**src/rtl/cdb_writeback_arbiter_pkg.sv**
```systemverilog
// Shared types and constants for the CDB writeback path.
package cdb_writeback_arbiter_pkg;

  localparam int unsigned NUM_FU_DEF     = 4;
  localparam int unsigned DATA_WIDTH_DEF = 32;
  localparam int unsigned PHY_WIDTH_DEF  = 6;
  localparam int unsigned ROB_WIDTH_DEF  = 5;

  localparam int unsigned FU_ID_WIDTH = $clog2(NUM_FU_DEF);

  // Broadcast payload as seen by ROB, PRF write port and RS wakeup.
  typedef struct packed {
    logic [PHY_WIDTH_DEF-1:0]  prd;
    logic [DATA_WIDTH_DEF-1:0] data;
    logic [ROB_WIDTH_DEF-1:0]  rob_idx;
  } cdb_packet_t;

  // FU index width for an arbitrary FU count (never narrower than one bit).
  function automatic int unsigned fu_id_width(input int unsigned n);
    return (n < 2) ? 1 : $clog2(n);
  endfunction

endpackage

```
**src/rtl/cdb_writeback_arbiter_rr_arbiter.sv**
```systemverilog
// Combinational round-robin arbiter: first requester at or above ptr, with wrap.
module rr_arbiter #(
  parameter int unsigned NUM_REQ   = 4,
  parameter int unsigned IDX_WIDTH = 2
) (
  input  logic [NUM_REQ-1:0]   req_i,
  input  logic [IDX_WIDTH-1:0] ptr_i,
  output logic [NUM_REQ-1:0]   grant_o,
  output logic [IDX_WIDTH-1:0] grant_idx_o,
  output logic                 grant_any_o
);

  // Scan requests starting at ptr_i; the first hit wins.
  always_comb begin
    int unsigned cand;
    grant_o     = '0;
    grant_idx_o = '0;
    grant_any_o = 1'b0;
    cand        = 0;
    for (int unsigned k = 0; k < NUM_REQ; k++) begin
      cand = (32'(ptr_i) + k) % NUM_REQ;
      if (!grant_any_o && req_i[cand]) begin
        grant_any_o   = 1'b1;
        grant_o[cand] = 1'b1;
        grant_idx_o   = IDX_WIDTH'(cand);
      end
    end
  end

endmodule

```
**src/rtl/cdb_writeback_arbiter.sv**
```systemverilog
// CDB writeback arbiter: one result slot per FU, round-robin grant,
// registered broadcast, flush kills everything in flight.
module cdb_writeback_arbiter
  import cdb_writeback_arbiter_pkg::*;
#(
  parameter int unsigned NUM_FU     = NUM_FU_DEF,
  parameter int unsigned DATA_WIDTH = DATA_WIDTH_DEF,
  parameter int unsigned PHY_WIDTH  = PHY_WIDTH_DEF,
  parameter int unsigned ROB_WIDTH  = ROB_WIDTH_DEF
) (
  input  logic                             clk,
  input  logic                             rst,
  input  logic                             flush,
  input  logic [NUM_FU-1:0]                fu_valid,
  output logic [NUM_FU-1:0]                fu_ready,
  input  logic [NUM_FU*PHY_WIDTH-1:0]      fu_prd,
  input  logic [NUM_FU*DATA_WIDTH-1:0]     fu_data,
  input  logic [NUM_FU*ROB_WIDTH-1:0]      fu_rob_idx,
  output logic                             cdb_valid,
  output logic [PHY_WIDTH-1:0]             cdb_prd,
  output logic [DATA_WIDTH-1:0]            cdb_data,
  output logic [ROB_WIDTH-1:0]             cdb_rob_idx,
  output logic [fu_id_width(NUM_FU)-1:0]   cdb_fu_id,
  output logic [31:0]                      conflict_cnt
);

  localparam int unsigned IDW = fu_id_width(NUM_FU);

  typedef struct packed {
    logic [PHY_WIDTH-1:0]  prd;
    logic [DATA_WIDTH-1:0] data;
    logic [ROB_WIDTH-1:0]  rob_idx;
  } pkt_t;

  logic [NUM_FU-1:0] slot_valid_q, slot_valid_d;
  pkt_t              slot_pkt_q [NUM_FU];
  pkt_t              slot_pkt_d [NUM_FU];
  logic [IDW-1:0]    rr_ptr_q, rr_ptr_d;
  logic              cdb_valid_q, cdb_valid_d;
  pkt_t              cdb_pkt_q, cdb_pkt_d;
  logic [IDW-1:0]    cdb_id_q, cdb_id_d;
  logic [31:0]       conflict_q, conflict_d;

  logic [NUM_FU-1:0] req;
  logic [NUM_FU-1:0] grant;
  logic [NUM_FU-1:0] accept;
  logic [IDW-1:0]    grant_idx;
  logic              grant_any;

  assign req = flush ? '0 : slot_valid_q;

  rr_arbiter #(
    .NUM_REQ   (NUM_FU),
    .IDX_WIDTH (IDW)
  ) u_rr_arbiter (
    .req_i       (req),
    .ptr_i       (rr_ptr_q),
    .grant_o     (grant),
    .grant_idx_o (grant_idx),
    .grant_any_o (grant_any)
  );

  // A slot takes a new result when empty or when it is being drained this cycle.
  always_comb begin
    fu_ready = '0;
    if (!rst && !flush) fu_ready = ~slot_valid_q | grant;
    accept = fu_valid & fu_ready;
  end

  // Slot next state: refill wins over drain so a granted-and-refilled slot stays full.
  always_comb begin
    slot_valid_d = slot_valid_q;
    slot_pkt_d   = slot_pkt_q;
    for (int unsigned i = 0; i < NUM_FU; i++) begin
      if (flush) begin
        slot_valid_d[i] = 1'b0;
      end else if (accept[i]) begin
        slot_valid_d[i] = 1'b1;
        slot_pkt_d[i]   = '{prd:     fu_prd[i*PHY_WIDTH +: PHY_WIDTH],
                            data:    fu_data[i*DATA_WIDTH +: DATA_WIDTH],
                            rob_idx: fu_rob_idx[i*ROB_WIDTH +: ROB_WIDTH]};
      end else if (grant[i]) begin
        slot_valid_d[i] = 1'b0;
      end
    end
  end

  // Broadcast register, round-robin pointer and conflict counter next state.
  always_comb begin
    rr_ptr_d    = rr_ptr_q;
    cdb_valid_d = grant_any;
    cdb_pkt_d   = cdb_pkt_q;
    cdb_id_d    = cdb_id_q;
    conflict_d  = conflict_q;
    if (grant_any) begin
      rr_ptr_d  = (grant_idx == IDW'(NUM_FU - 1)) ? '0 : grant_idx + 1'b1;
      cdb_pkt_d = slot_pkt_q[grant_idx];
      cdb_id_d  = grant_idx;
    end
    if (!flush && ($countones(slot_valid_q) > 1) && (conflict_q != '1))
      conflict_d = conflict_q + 32'd1;
  end

  // State registers, asynchronously cleared.
  always_ff @(posedge clk or posedge rst) begin
    if (rst) begin
      slot_valid_q <= '0;
      slot_pkt_q   <= '{default: '0};
      rr_ptr_q     <= '0;
      cdb_valid_q  <= 1'b0;
      cdb_pkt_q    <= '0;
      cdb_id_q     <= '0;
      conflict_q   <= '0;
    end else begin
      slot_valid_q <= slot_valid_d;
      slot_pkt_q   <= slot_pkt_d;
      rr_ptr_q     <= rr_ptr_d;
      cdb_valid_q  <= cdb_valid_d;
      cdb_pkt_q    <= cdb_pkt_d;
      cdb_id_q     <= cdb_id_d;
      conflict_q   <= conflict_d;
    end
  end

  assign cdb_valid    = cdb_valid_q;
  assign cdb_prd      = cdb_pkt_q.prd;
  assign cdb_data     = cdb_pkt_q.data;
  assign cdb_rob_idx  = cdb_pkt_q.rob_idx;
  assign cdb_fu_id    = cdb_id_q;
  assign conflict_cnt = conflict_q;

endmodule

```
**config.mk**
```make
export PLATFORM = sky130hd
export DESIGN_NAME = cdb_writeback_arbiter
export DESIGN_NICKNAME = d
export VERILOG_FILES = /design/src/rtl/cdb_writeback_arbiter_pkg.sv /design/src/rtl/cdb_writeback_arbiter_rr_arbiter.sv /design/src/rtl/cdb_writeback_arbiter.sv
export SDC_FILE = /design/constraint.sdc
export NUM_CORES = 1
export LEC_CHECK = 0
export CORE_MARGIN = 4
export CORE_UTILIZATION = 40
export CTS_BUF_LIST = sky130_fd_sc_hd__clkbuf_8
export DETAILED_ROUTE_END_ITERATION = 6
export GPL_ROUTABILITY_DRIVEN = 0
export PLACE_DENSITY = 0.77
export SYNTH_ARGS = -nofsm -noshare
export SYNTH_HDL_FRONTEND = slang
export SYNTH_HIERARCHICAL = 1
export SYNTH_SLANG_ARGS = --single-unit
```
**constraint.sdc**
```tcl
create_clock -name clk -period 10.8 [get_ports clk]
set_input_delay 3.24 -clock clk [delete_from_list [all_inputs] [get_ports clk]]
set_output_delay 3.24 -clock clk [all_outputs]
set_load 0.03 [all_outputs]
```
==> impl_metrics.py <==
metrics = {
    "synthesis": {
        "postSynthCellCount": 734,
        "number_of_flops_mapped_to_enable_cells_by_yosys": 0,
        "synthesized_net_count": 921,
        "ys_seq_area_share_pct": 56.39,
        "share_of_synthesized_flip_flops_with_an_asynchronous_set_or_reset_pct": 100.0,
        "mappedNetlistArea_mm2": 0.01136,
        "synth_warnings": 6,
        "synthesis.area_per_instance_um2": 15.48,
        "synth-seq-cells": 256,
        "ys.flop_type": "dfrtp_1",
        "ys_types": 46,
    },
    "timing": {
        "slew_violations": 0,
        "max_slew.worst_pin.slew_ns": 1.006,
        "fin_crit_sh_pct": 90.50,
        "finalSetupViolations": 0,
        "slew_headroom_pct": 32.90,
        "fin_hold_ws_ns": 0.4997,
        "timing_hold_violations_final": 0,
        "totalNegativeSetupSlack_ns": 0,
        "finalCriticalPeriod_ns": 9.774,
        "final.setup_skew_ns": 0.01729,
        "grt_setup_unrepaired": "no",
        "fmax_mhz": 102.3,
    },
    "floorplanning": {
        "die_h_um": 176.5,
        "die_width_um": 176.5,
        "top_level_ports": 261,
        "dieArea_mm2": 0.03116,
        "core-area_mm2": 0.02793,
        "rows": 61,
        "initial_util_pct": 40.67,
    },
    "final_layout": {
        "mostFrequentLayoutCell": "clkdlybuf4s50_1",
        "drive_gt1_share_pct": 34.07,
        "mostFrequentLayoutCells": "clkdlybuf4s50_1 (260), dfrtp_1 (256), mux2_2 (222)",
        "finalNetCount": 1202,
        "nFillCells": 2339,
        "final_util_pct": 54.31,
        "insertedDiodeCount": 0,
        "areaGrowthSynthToFinish_pct": 33.56,
    },
    "routing": {
        "routed_via_density": 5.189,
        "routed_wirelength_um": 28180,
        "detail_route.wl_per_cell_um": 19.89,
        "first_pass_iters": 4,
        "initialDrtViolationCount": 388,
        "final_antenna_net_count": 0,
        "detail_route.drc_violations": 0,
        "num_vias": 7353,
    },
    "global_route": {
        "grt_pass1_vias": 8167,
        "antenna_found_initial": 0,
        "wire_length_of_the_first_global_routing_pass_um": 43990,
        "grt_max_degree": 139,
        "gr-total-overflow": 0,
        "grt.total_usage_pct": 17.74,
    },
    "setup_path": {
        "critical_path_buf_inv_count": 3,
        "worst_case_reg_to_reg_path_depth": 8,
        "reg2reg_from": "rr_ptr_q[0]",
        "critical_path_arrival_ns": 6.53,
        "rrSetupSlack_ns": 6.91,
        "crit_slowest_cell": "clkdlybuf4s50_1",
        "cpLargestDelayFamily": "buffers and inverters",
        "crit_chain": "clkdlybuf4s50_1 > nor2b_1 > mux4_2 > nor4b_4 > a22oi_1 > o21ai_0 > inv_1 > a21oi_1 > clkdlybuf4s50_1",
        "cp_common_cell": "clkdlybuf4s50_1",
        "timing.critical_path.slowest_cell_delay_ns": 0.77,
        "rr_endpoint": "cdb_data[18]",
        "path_class": "primary input to primary output",
        "critPathCaptureType": "primary output",
        "startpoint_type": "primary input",
        "critical_path_required_ns": 7.56,
        "crit_path_max_fanout": 13,
    },
    "worst_hold_path": {
        "hold_depth": 1,
        "holdPathEnd": "slot_pkt_q[169]",
        "min-delay-start": "slot_pkt_q[169]",
        "hp-class": "flip-flop to flip-flop",
    },
    "job": {
        "max-cap-violations": 0,
    },
    "pwr": {
        "total_power_mw": 3.544,
        "ir_worst_vdd_v": 0.0001109,
        "power_density_mw_per_mm2": 233.6,
        "p_leak_nw": 6.205,
    },
    "cts": {
        "cts-buffers-inserted": 44,
        "clock_tree_root": "clkbuf_8",
        "clock_tree.htree_level_count": 2,
        "cts_buffer_depth": 3,
        "post_cts_buffers": 0,
        "cts.reportedPaths.clkPinSlew_ns": 0.05,
        "clk-insertion-delay-late_ns": 0.53,
        "post_cts_resized": 0,
        "cts_tree": "built",
        "cts_hold_buf": 0,
        "clock_net_sink_count": 256,
    },
    "run_status": {
        "outcome": "finished, final reports clean",
    },
    "placement": {
        "placement.io_buffers": 260,
        "detailed_place_hpwl_um": 18330,
    },
}
where the power goes:
group / switching [mW] / total [mW] / internal (mW)
Combinational: 0.598 / 1.33 / 0.733
Clock: 0.370 / 0.795 / 0.425
Sequential: 0.165 / 1.42 / 1.25
Total: 1.13 / 3.54 / 2.41
sequential cells by signal, summed over array words and instances, names as in the netlist:
register / count
slot_pkt_q: 172
cdb_data: 32
conflict_cnt: 32
cdb_prd: 6
cdb_rob_idx: 5
slot_valid_q: 4
cdb_fu_id: 2
rr_ptr_q: 2
cdb_valid: 1
per-layer routing:
metal | share of wire (%) | vias to the layer above | track usage, %
met5 | 0 | - | 0
met1 | 40 | 3767 | 22.01
li1 | - | 3276 | -
met2 | 49 | 243 | 29.83
met3 | 7.6 | 67 | 5.161
met4 | 2.9 | 0 | 6.157
through the flow:
stage               area (um^2)  worst slack, ns  cells
finish                    15170            1.026   1417
global route              15170           0.7963   1417
CTS                       15170            1.044   1417
detailed placement        14390            1.053   1347
global placement          14390            1.221   1347
floorplan                 11360           0.5183    734
synthesized netlist by cell type (5+ instances only):
library cell  count  share of area (%)
and3_1            5               0.28
dfrtp_1         256                 56
nor2_1           14               0.46
nand4_1          13               0.72
nor2b_1           5               0.28
inv_1            10               0.33
nand3_1          15               0.66
o21ai_0           6               0.26
ha_1              7               0.77
clkbuf_1         26               0.86
a22oi_1           8               0.53
nand2_1          18               0.59
buf_2             5               0.22
mux4_2           45                8.9
xnor2_1          25                1.9
a21oi_1           5               0.22
mux2_2          222                 22
layout make-up:
| type | instances | area [um^2] | area share [%] |
|---|---|---|---|
| Timing Repair Buffer | 270 | 2678 | 17.65 |
| Tap cell | 378 | 473.0 | 3.117 |
| Clock buffer | 51 | 701.9 | 4.626 |
| Inverter | 10 | 45.04 | 0.2969 |
| Multi-Input combinational cell | 433 | 4783 | 31.53 |
| Clock inverter | 19 | 85.08 | 0.5608 |
| Sequential cell | 256 | 6406 | 42.22 |
worst max path at each step:
| stage | slack, ns | endpoint | cells after the start | start |
|---|---|---|---|---|
| finish | 1.03 | fu_ready[2] | 9 | flush |
| global route | 0.80 | fu_ready[0] | 9 | flush |
| CTS | 1.04 | fu_ready[2] | 9 | flush |
| detailed placement | 1.05 | fu_ready[2] | 9 | flush |
| global placement | 1.22 | fu_ready[1] | 9 | flush |
| floorplan | 0.52 | cdb_data[0] | 1 | rst |
cell families (layout without fill, tap and decap cells):
logic type / count (synthesis) / count (layout) / synth area share (%)
multiplexers: 271 / 271 / 31.57
flip-flops: 256 / 256 / 56.39
AND/OR/NAND/NOR: 92 / 92 / 4.637
buffers and inverters: 45 / 350 / 1.740
AO/OA/AOI/OAI: 33 / 33 / 2.478
XOR/XNOR: 29 / 29 / 2.236
adder cells (fa/ha/maj): 8 / 8 / 0.9472
Power figures use the tool's default switching activity.
